File: src/rtl/flag_pkg.sv
// flag_pkg: shared types for the MCU status/interrupt-enable flag controller.
//   flags_t      : packed {ie, z, c}, also the shadow stack entry format.
//   fctl_state_t : interrupt-entry sequencer states.
//   FLAGS_RST    : reset value of the flag triple. IE is overridden by the IE_RST
//                  parameter of flag_ctrl.
// Used by flag_stack and flag_ctrl.
package flag_pkg;

  typedef struct packed {
    logic ie;
    logic z;
    logic c;
  } flags_t;

  typedef enum logic [1:0] {
    RUN   = 2'd0,
    ENTRY = 2'd1,
    HOLD  = 2'd2
  } fctl_state_t;

  localparam flags_t FLAGS_RST = '{ie: 1'b0, z: 1'b0, c: 1'b0};

endpackage

File: src/rtl/flag_stack.sv
// flag_stack: LIFO shadow stack of flags_t entries used to save {IE,Z,C} on interrupt
// entry and restore them on return.
// Parameters:
//   STACK_DEPTH : number of entries (1..16).
// Ports:
//   clk   in   system clock, rising edge
//   rst_n in   asynchronous active-low reset, empties the stack
//   push  in   write din on top; ignored (entry lost) when full
//   pop   in   remove top entry; ignored when empty
//   din   in   entry to push
//   dout  out  current top entry; when empty, the last entry popped (or reset value)
//   depth out  number of entries held
//   full  out  depth == STACK_DEPTH
//   empty out  depth == 0
module flag_stack
  import flag_pkg::*;
#(
  parameter int unsigned STACK_DEPTH = 4,
  localparam int unsigned DW = $clog2(STACK_DEPTH + 1)
) (
  input  logic          clk,
  input  logic          rst_n,
  input  logic          push,
  input  logic          pop,
  input  flags_t        din,
  output flags_t        dout,
  output logic [DW-1:0] depth,
  output logic          full,
  output logic          empty
);

  // Address width of the storage array; at least one bit for a single-entry stack.
  localparam int unsigned AW = (STACK_DEPTH > 1) ? $clog2(STACK_DEPTH) : 1;

  flags_t        mem_q [STACK_DEPTH];
  logic [DW-1:0] depth_q;
  logic [AW-1:0] wr_idx;
  logic [AW-1:0] rd_idx;

  assign full  = (depth_q == DW'(STACK_DEPTH));
  assign empty = (depth_q == '0);
  assign depth = depth_q;

  // wr_idx is only used when not full, so truncation never aliases a live slot.
  assign wr_idx = AW'(depth_q);
  // Slot 0 holds the last popped entry once the stack drains back to empty.
  assign rd_idx = empty ? '0 : AW'(depth_q - DW'(1));
  assign dout   = mem_q[rd_idx];

  always_ff @(posedge clk or negedge rst_n) begin
    if (!rst_n) begin
      depth_q <= '0;
      for (int unsigned i = 0; i < STACK_DEPTH; i++) begin
        mem_q[i] <= FLAGS_RST;
      end
    end else if (push && !full) begin
      mem_q[wr_idx] <= din;
      depth_q       <= depth_q + DW'(1);
    end else if (pop && !empty) begin
      depth_q <= depth_q - DW'(1);
    end
  end

endmodule

File: src/rtl/flag_ctrl.sv
// flag_ctrl: MCU carry/zero flags and interrupt-enable flag with interrupt-entry sequencing.
// Arbitrates per-cycle set/clear/load requests, runs the interrupt-entry handshake and
// saves/restores {IE,Z,C} through a LIFO shadow stack (flag_stack).
// Build option:
//   FLAG_STACK_ERR_EN : when defined, adds the sticky stk_err output (set on an entry
//                       attempt while the stack is full or a return with an empty stack)
//                       and holds off interrupt entry while the stack is full.
// Parameters:
//   STACK_DEPTH : shadow stack entries (1..16)
//   IE_RST      : IE value after reset
// Ports:
//   clk, rst_n            clock (rising edge), asynchronous active-low reset
//   c_in, z_in            ALU carry / zero results
//   c_ld, z_ld            load C / Z from the ALU results
//   c_set, c_clr          force C to 1 / 0
//   ie_set, ie_clr        SEI / CLI
//   irq                   level interrupt request
//   retie                 return from ISR, restores {IE,Z,C} from the stack
//   int_ack               one-cycle pulse while the interrupt is being taken
//   c_out, z_out, ie_out  flag values
//   depth                 shadow stack occupancy
//   stk_full, stk_empty   shadow stack status
//   stk_err               sticky stack error (FLAG_STACK_ERR_EN only)
module flag_ctrl
  import flag_pkg::*;
#(
  parameter int unsigned STACK_DEPTH = 4,
  parameter logic        IE_RST      = 1'b0,
  localparam int unsigned DW = $clog2(STACK_DEPTH + 1)
) (
  input  logic          clk,
  input  logic          rst_n,
  input  logic          c_in,
  input  logic          z_in,
  input  logic          c_ld,
  input  logic          z_ld,
  input  logic          c_set,
  input  logic          c_clr,
  input  logic          ie_set,
  input  logic          ie_clr,
  input  logic          irq,
  output logic          int_ack,
  input  logic          retie,
  output logic          c_out,
  output logic          z_out,
  output logic          ie_out,
  output logic [DW-1:0] depth,
  output logic          stk_full,
`ifdef FLAG_STACK_ERR_EN
  output logic          stk_err,
`endif
  output logic          stk_empty
);

  localparam flags_t RST_FLAGS = '{ie: IE_RST, z: FLAGS_RST.z, c: FLAGS_RST.c};

  fctl_state_t   state_q, state_d;
  flags_t        flags_q, flags_d;
  flags_t        stk_dout;
  logic [DW-1:0] stk_depth;
  logic          stk_full_w;
  logic          stk_empty_w;
  logic          push;
  logic          pop;
  logic          entry_blocked;
  logic          entry_req;

  flag_stack #(
    .STACK_DEPTH(STACK_DEPTH)
  ) u_stack (
    .clk  (clk),
    .rst_n(rst_n),
    .push (push),
    .pop  (pop),
    .din  (flags_q),
    .dout (stk_dout),
    .depth(stk_depth),
    .full (stk_full_w),
    .empty(stk_empty_w)
  );

`ifdef FLAG_STACK_ERR_EN
  assign entry_blocked = stk_full_w;
`else
  assign entry_blocked = 1'b0;
`endif

  assign entry_req = irq & flags_q.ie & ~entry_blocked;

  // Sequencer: RUN -> ENTRY (push, ack) -> HOLD (in ISR) -> RUN once the stack drains.
  always_comb begin
    state_d = state_q;
    push    = 1'b0;
    pop     = 1'b0;
    unique case (state_q)
      RUN: begin
        // retie outside an ISR is ignored but still suppresses entry this cycle.
        if (entry_req && !retie) begin
          state_d = ENTRY;
        end
      end
      ENTRY: begin
        // Pushes the pre-update flags; the stack discards it when already full.
        push    = 1'b1;
        state_d = HOLD;
      end
      HOLD: begin
        // retie wins over a nested request; irq is looked at again next cycle.
        if (retie) begin
          if (!stk_empty_w) begin
            pop = 1'b1;
            if (stk_depth == DW'(1)) begin
              state_d = RUN;
            end
          end else begin
            state_d = RUN;
          end
        end else if (entry_req) begin
          state_d = ENTRY;
        end
      end
      default: begin
        state_d = RUN;
      end
    endcase
  end

  // Flag next-state with per-flag priorities; a restore overrides every request.
  always_comb begin
    flags_d = flags_q;
    if (pop) begin
      flags_d = stk_dout;
    end else begin
      if (c_clr) begin
        flags_d.c = 1'b0;
      end else if (c_set) begin
        flags_d.c = 1'b1;
      end else if (c_ld) begin
        flags_d.c = c_in;
      end

      if (z_ld) begin
        flags_d.z = z_in;
      end

      if (state_q == ENTRY) begin
        flags_d.ie = 1'b0;
      end else if (ie_clr) begin
        flags_d.ie = 1'b0;
      end else if (ie_set) begin
        flags_d.ie = 1'b1;
      end
    end
  end

  always_ff @(posedge clk or negedge rst_n) begin
    if (!rst_n) begin
      state_q <= RUN;
      flags_q <= RST_FLAGS;
    end else begin
      state_q <= state_d;
      flags_q <= flags_d;
    end
  end

`ifdef FLAG_STACK_ERR_EN
  logic err_evt;
  logic stk_err_q;

  // Overflow is an entry attempt refused because the stack is full; underflow is a
  // return from an ISR with nothing to restore.
  always_comb begin
    err_evt = 1'b0;
    if ((state_q == HOLD) && retie && stk_empty_w) begin
      err_evt = 1'b1;
    end
    if (((state_q == RUN) || (state_q == HOLD)) && !retie && irq && flags_q.ie &&
        stk_full_w) begin
      err_evt = 1'b1;
    end
  end

  always_ff @(posedge clk or negedge rst_n) begin
    if (!rst_n) begin
      stk_err_q <= 1'b0;
    end else if (err_evt) begin
      stk_err_q <= 1'b1;
    end
  end

  assign stk_err = stk_err_q;
`endif

  assign int_ack   = (state_q == ENTRY);
  assign c_out     = flags_q.c;
  assign z_out     = flags_q.z;
  assign ie_out    = flags_q.ie;
  assign depth     = stk_depth;
  assign stk_full  = stk_full_w;
  assign stk_empty = stk_empty_w;

  // ENTRY always lasts exactly one cycle.
  assert property (@(posedge clk) disable iff (!rst_n) int_ack |=> !int_ack);

endmodule

File: config.mk
export PLATFORM = sky130hd
export DESIGN_NAME = flag_ctrl
export DESIGN_NICKNAME = d
export VERILOG_FILES = /design/src/rtl/flag_pkg.sv /design/src/rtl/flag_stack.sv /design/src/rtl/flag_ctrl.sv
export SDC_FILE = /design/constraint.sdc
export NUM_CORES = 1
export LEC_CHECK = 0
export CELL_PAD_IN_SITES_DETAIL_PLACEMENT = 1
export CELL_PAD_IN_SITES_GLOBAL_PLACEMENT = 2
export CORE_MARGIN = 8
export CORE_UTILIZATION = 31
export CTS_BUF_LIST = sky130_fd_sc_hd__clkbuf_4 sky130_fd_sc_hd__clkbuf_8
export DETAILED_ROUTE_END_ITERATION = 10
export GPL_TIMING_DRIVEN = 1
export PLACE_DENSITY_LB_ADDON = 0.05
export SKIP_CTS_REPAIR_TIMING = 1
export SYNTH_ARGS = -nofsm -noshare
export SYNTH_HDL_FRONTEND = slang
export SYNTH_SLANG_ARGS = --single-unit
File: constraint.sdc
create_clock -name clk -period 1.8 [get_ports clk]
set_clock_uncertainty 0.2 [all_clocks]
set_input_delay 0.36 -clock clk [delete_from_list [all_inputs] [get_ports clk]]
set_output_delay 0.36 -clock clk [all_outputs]
set_load 0.02 [all_outputs]
-- Word level (Yosys, flattened, before mapping)
Index checks and enable logic that the tools add are counted.
- equal/unequal tests: 7
- add/sub/neg operators: 2
- $lt $le $gt $ge: 3
- reductions and logical operators: 14
- muxes and demuxes: 27
- bitwise operators: 3
- operator list (cell ; number):
    3-bit two-way mux ; 6
    12-bit bitwise mux ; 1
    2-bit two-way mux ; 6
    1-bit two-way mux ; 11
    4-bit nonzero test ; 2
    3-bit binary-select mux with 2-bit select ; 1
    3-bit demux with 2-bit select ; 1
    3-bit >= comparator, second input constant ; 2
    2-bit NOT with 3-bit output ; 2
    2-bit one-hot mux with 3 select lines ; 1
    1-bit logical AND ; 4
    4-bit != test, second input constant ; 1
    2-bit nonzero test ; 2
    3-bit by 1-bit adder with 3-bit output, second input constant ; 1
    3-bit by 1-bit == test with 1-bit output, second input constant ; 1
    3-bit == test, second input constant ; 1
    1-bit logical NOT ; 3
    3-bit logical NOT ; 1
    3-bit by 1-bit < comparator with 1-bit output, second input constant ; 1
    3-bit != test, second input constant ; 1
    3-bit AND reduction ; 1
    3-bit by 1-bit subtractor with 3-bit output, second input constant ; 1
    2-bit by 1-bit == test with 1-bit output, second input constant ; 1
    2-bit == test, second input constant ; 1
    3 further kinds ; 3
- input port bits: 12
- output and inout bits: 9
- word-level logic and storage cells: 73
- register bits: 20

-- Depth between registers and ports, before layout
- depth in word-level cells: 7
- gate-level depth with buffers: 7
- mapped depth without buffers: 7

-- Hierarchy
A second synthesis with hierarchy kept.
- cell total of the unflattened synthesis: 107
- area total of the unflattened synthesis: 1158.6 µm²
- modules (own cells, without submodules) (module ; cells each ; seq. area each (µm²) ; times used ; area an instance (µm²)):
    flag_stack ; 81 ; 375.4 ; 1 ; 885.8
    flag_ctrl ; 26 ; 125.1 ; 1 ; 272.8

-- Worst setup path before layout
Ideal clock, no wire load.
- path type: flip-flop to flip-flop
- from: register u_stack.depth_q[0], in the netlist u_stack.depth[0]
- to: register u_stack.mem_q[3] (netlist name)
- data required time: 1.475 ns
- cell stages (with the launch flop): 6
- setup slack: -0.180 ns
- path buffers: 0
- setup time: 0.125 ns
- data arrival time: 1.656 ns
- clock period less this slack: 1.980 ns
- path through: dfrtp_1 inv_2 ha_1 nand2_1 nand3_2 mux2_2
- cells in the longest elaborated chain, start to end: 6
- elaborated cells between the ends (all ways): 10
- classes of those cells: order compare: 2; eq/ne: 1; mux: 3; bitwise: 1; reduce/logical: 3
- RTL lines (item ; line ; RTL):
    from (decl) ; flag_stack.sv:36 ; logic [DW-1:0] depth_q;
    from (signal assigned) ; flag_stack.sv:58 ; depth_q <= depth_q + DW'(1);
    from (signal assigned) ; flag_stack.sv:60 ; depth_q <= depth_q - DW'(1);
    2-bit NOT with 3-bit output (not written as such) ; flag_stack.sv:57 ; mem_q[wr_idx] <= din;
    3-bit >= comparator (not written as such) / 3-bit by 1-bit < comparator with 1-bit output (equally long branches) ; flag_stack.sv:57 ;
    1-bit logical AND (not written as such) ; flag_stack.sv:57 ;
    3-bit two-way mux (not written as such) ; flag_stack.sv:57 ;
    3-bit demux with 2-bit select ; flag_stack.sv:57 ;
    12-bit bitwise mux ; flag_stack.sv:57 ;
    to (signal, indexed assignment) ; flag_stack.sv:57 ;
    to (decl) ; flag_stack.sv:35 ; flags_t mem_q [STACK_DEPTH];
Parallel ways exist; a longest one is shown, timed or not.
A chain may end at the register's enable or synchronous reset.

-- Final worst setup path
- from: register u_stack.depth_q[0], in the netlist u_stack.depth[0]
- to: output port stk_empty
- cells in the longest elaborated chain, start to end: 1
- RTL lines (item ; line ; RTL):
    3-bit logical NOT ; flag_stack.sv:41 ; assign empty = (depth_q == '0);
    to (decl) ; flag_ctrl.sv:52 ; output logic stk_empty
No other way between the ends.

==> metrics.md <==
| Metric | Value |
|---|---|
| Arr. time, crit path | `1.19 ns` |
| Post-Route Setup TNS | `0 ns` |
| R2r setup slk | `0.12 ns` |
| CP Max Fanout | `3` |
| Routed vias/inst | `4.85` |
| FF/Latch Area | `502 sq um` |
| Synth area leaders | `dfrtp_1 (45%), mux2_2 (10%), ha_1 (5.6%), mux2i_1 (2.7%), nand3_2 (2.7%)` |
| Kind of critical path | `reg2out` |
| Mapped Area | `1110 sq um` |
| Layout cells sized above 1 | `0.429` |
| Fin nets | `151` |
| Fmax | `572 MHz` |
| Leading area contributor after synthesis | `dfrtp_1` |
| Final Max Tran Viols | `0` |
| Crit path launch | `u_stack.depth[0]` |
| Placed Area | `1500 sq um` |
| Post-route cell area | `1550 sq um` |
| Number of remaining DRC errors | `0` |
| DR pass1 iterations | `2` |
| Multi-input logic area | `572 sq um` |
| ANT cells | `0` |
| Die Y | `75.8 um` |
| Synth warn | `0` |
| CP max stage delay | `0.45 ns` |
| Width of the chip | `75.8 um` |
| Routed Antenna Nets | `0` |
| Die area | `5750 sq um` |
| Crit path time final | `1.75 ns` |
| VDD IR max | `0.905 mV` |
| Min-Delay Path Class | `in2async` |
| Fillers | `378` |
| Main synth FF type | `dfrtp_1` |
| Starting Density | `0.327` |
| Clock sink count | `20` |
| Seq/Total Area, Yosys | `0.451` |
| CTS clk-pin slew, worst paths | `0.12 ns` |
| Grt total ovfl | `0` |
| CTS Root Buffer Type | `clkbuf_4` |
| Async SR Flop Fraction | `1.00` |
| Top Family by Delay on Critical Path | `flip-flops` |
| Worst path buffer plus inverter count | `3` |
| Syn Inst Count | `92` |
| Critical path's most frequent cell | `inv_4` |
| Fin. Hold Viols | `0` |
| Setup crit end kind | `output port` |
| Routed WL | `2920 um` |
| Final setup vio count | `0` |
| Syn avg cell area | `12.0 sq um` |
| #FFs+latches synth | `20` |
| Slowest CP cell | `dfrtp_2` |
| DR WL/cell | `16.3 um` |
| Post-layout util | `0.457` |
| Clock Latency Late Sink | `0.30 ns` |
| CTS buffer count | `3` |
| Synthesized net count | `109` |
| Leak | `0.770 nW` |
| Global-route wire length before repair | `4910 um` |
| Most common cell in the synthesized netlist | `dfrtp_1` |
| Final period util | `0.972` |
| Core area | `3390 sq um` |
| CP Cell Sequence | `inv_4, ha_4, nand2b_4, inv_4, buf_6` |
| Pwr per Cell Area | `1640 nW/um^2` |
| H-tree levels | `1` |
| Synth cell types | `33` |
| Largest net degree at the start of global routing | `21` |
| Max Cap Violations | `0` |
| Via count | `868` |
| Gr usage total | `0.115` |
| Detailed Route Iter0 Violations | `11` |
| Pre-CTS setup slack | `-0.106 ns` |
| Worst slew pin tran | `0.293 ns` |
| Slew margin rel. | `0.804` |
| Top cell type's share of synthesized area | `0.451` |
| Req. time, crit path | `1.24 ns` |
| Max clock buf depth | `2` |
| Ports | `21` |
| GP Congestion | `0.723` |
| Startpoint Class | `flip-flop` |
| EDFF count, synth | `0` |
| Initial antenna violation count | `0` |
| Final WS setup | `0.0511 ns` |
| Post-synth top cells | `dfrtp_1 (20), mux2_2 (10)` |
| Reg-to-Reg Start | `u_stack.depth[0]` |
| Status | `complete, no violations` |
| Half-perimeter wire length after placement | `2290 um` |
| Total power | `2.54 mW` |
| Buffers on Ports | `20` |
| CTS tree | `built` |
| Rows | `21` |
| RSZ-0062 raised after global routing | `yes` |
| Number of global-route vias before repair | `968` |
| Area Growth Syn to Fin | `39.8%` |
==> flip-flops by register name, indices dropped and copies added, names as in the netlist <==
name,flops
z_out,1
ie_out,1
u_stack.mem_q,12
u_stack.depth,3
c_out,1
state_q,2
==> report_power, final <==
part           internal, mW  total, mW  switching [mW]
registers             0.631      0.744           0.112
clock network         0.101      0.244           0.143
logic                 0.783       1.56           0.773
==> area by class of cell <==
| type | instances | area share |
|---|---|---|
| tap | 46 | 0.0371 |
| inverter | 7 | 0.0202 |
| multi-input combinational | 63 | 0.369 |
| clock buffer | 4 | 0.0194 |
| sequential | 20 | 0.324 |
| timing repair buffer | 39 | 0.231 |
==> layer usage <==
layer  track usage  vias to the layer above  share of wire
li1              -                      413              -
met1         0.146                      439           0.46
met2         0.187                       12           0.49
met3        0.0303                        4          0.042
met4        0.0299                        0         0.0069
met5             0                        -              0
==> logic make-up (layout without fill, tap and decap cells) <==
logic type,count (synthesis),in the layout,share of synthesized area
simple gates,26,26,0.152
flops,20,20,0.451
compound gates,16,16,0.130
mux,15,15,0.156
buf+inv,9,50,0.0463
fa+ha+maj,5,5,0.0564
xor+xnor,1,1,0.00790
==> layout by cell type (no fill, tap or decap), types with 2 or more instances in the layout <==
master	n
o211ai_1	3
o22ai_1	2
dlymetal6s2s_1	6
ha_1	4
nor3_1	2
buf_4	20
inv_1	3
inv_4	2
inv_2	2
dfrtp_1	19
mux2_2	10
clkbuf_4	4
clkdlybuf4s50_1	11
nand3_1	5
nor2_1	4
mux2i_1	3
buf_6	2
o21ai_0	3
mux2_4	2
nand3_2	3
nand2_1	4
==> path summary, 6_finish.rpt <==
check | cells past startpoint | end
setup / recovery | 5 | stk_empty
hold / removal | 2 | state_q[0]
setup reg to reg | 6 | u_stack.mem_q[7]
hold reg to reg | 1 | state_q[0]
max in group asynchronous | 2 | u_stack.depth[0]
min in group clk | 1 | state_q[0]
==> per-stage QoR <==
step,hold WS [ns],instances
final,0.186,179
after global routing,0.207,179
after CTS,0.187,178
after detailed placement,0.247,174
after global placement,0.221,174
after floorplan,-0.136,92
No activity file was read; power rests on OpenSTA's default activity.
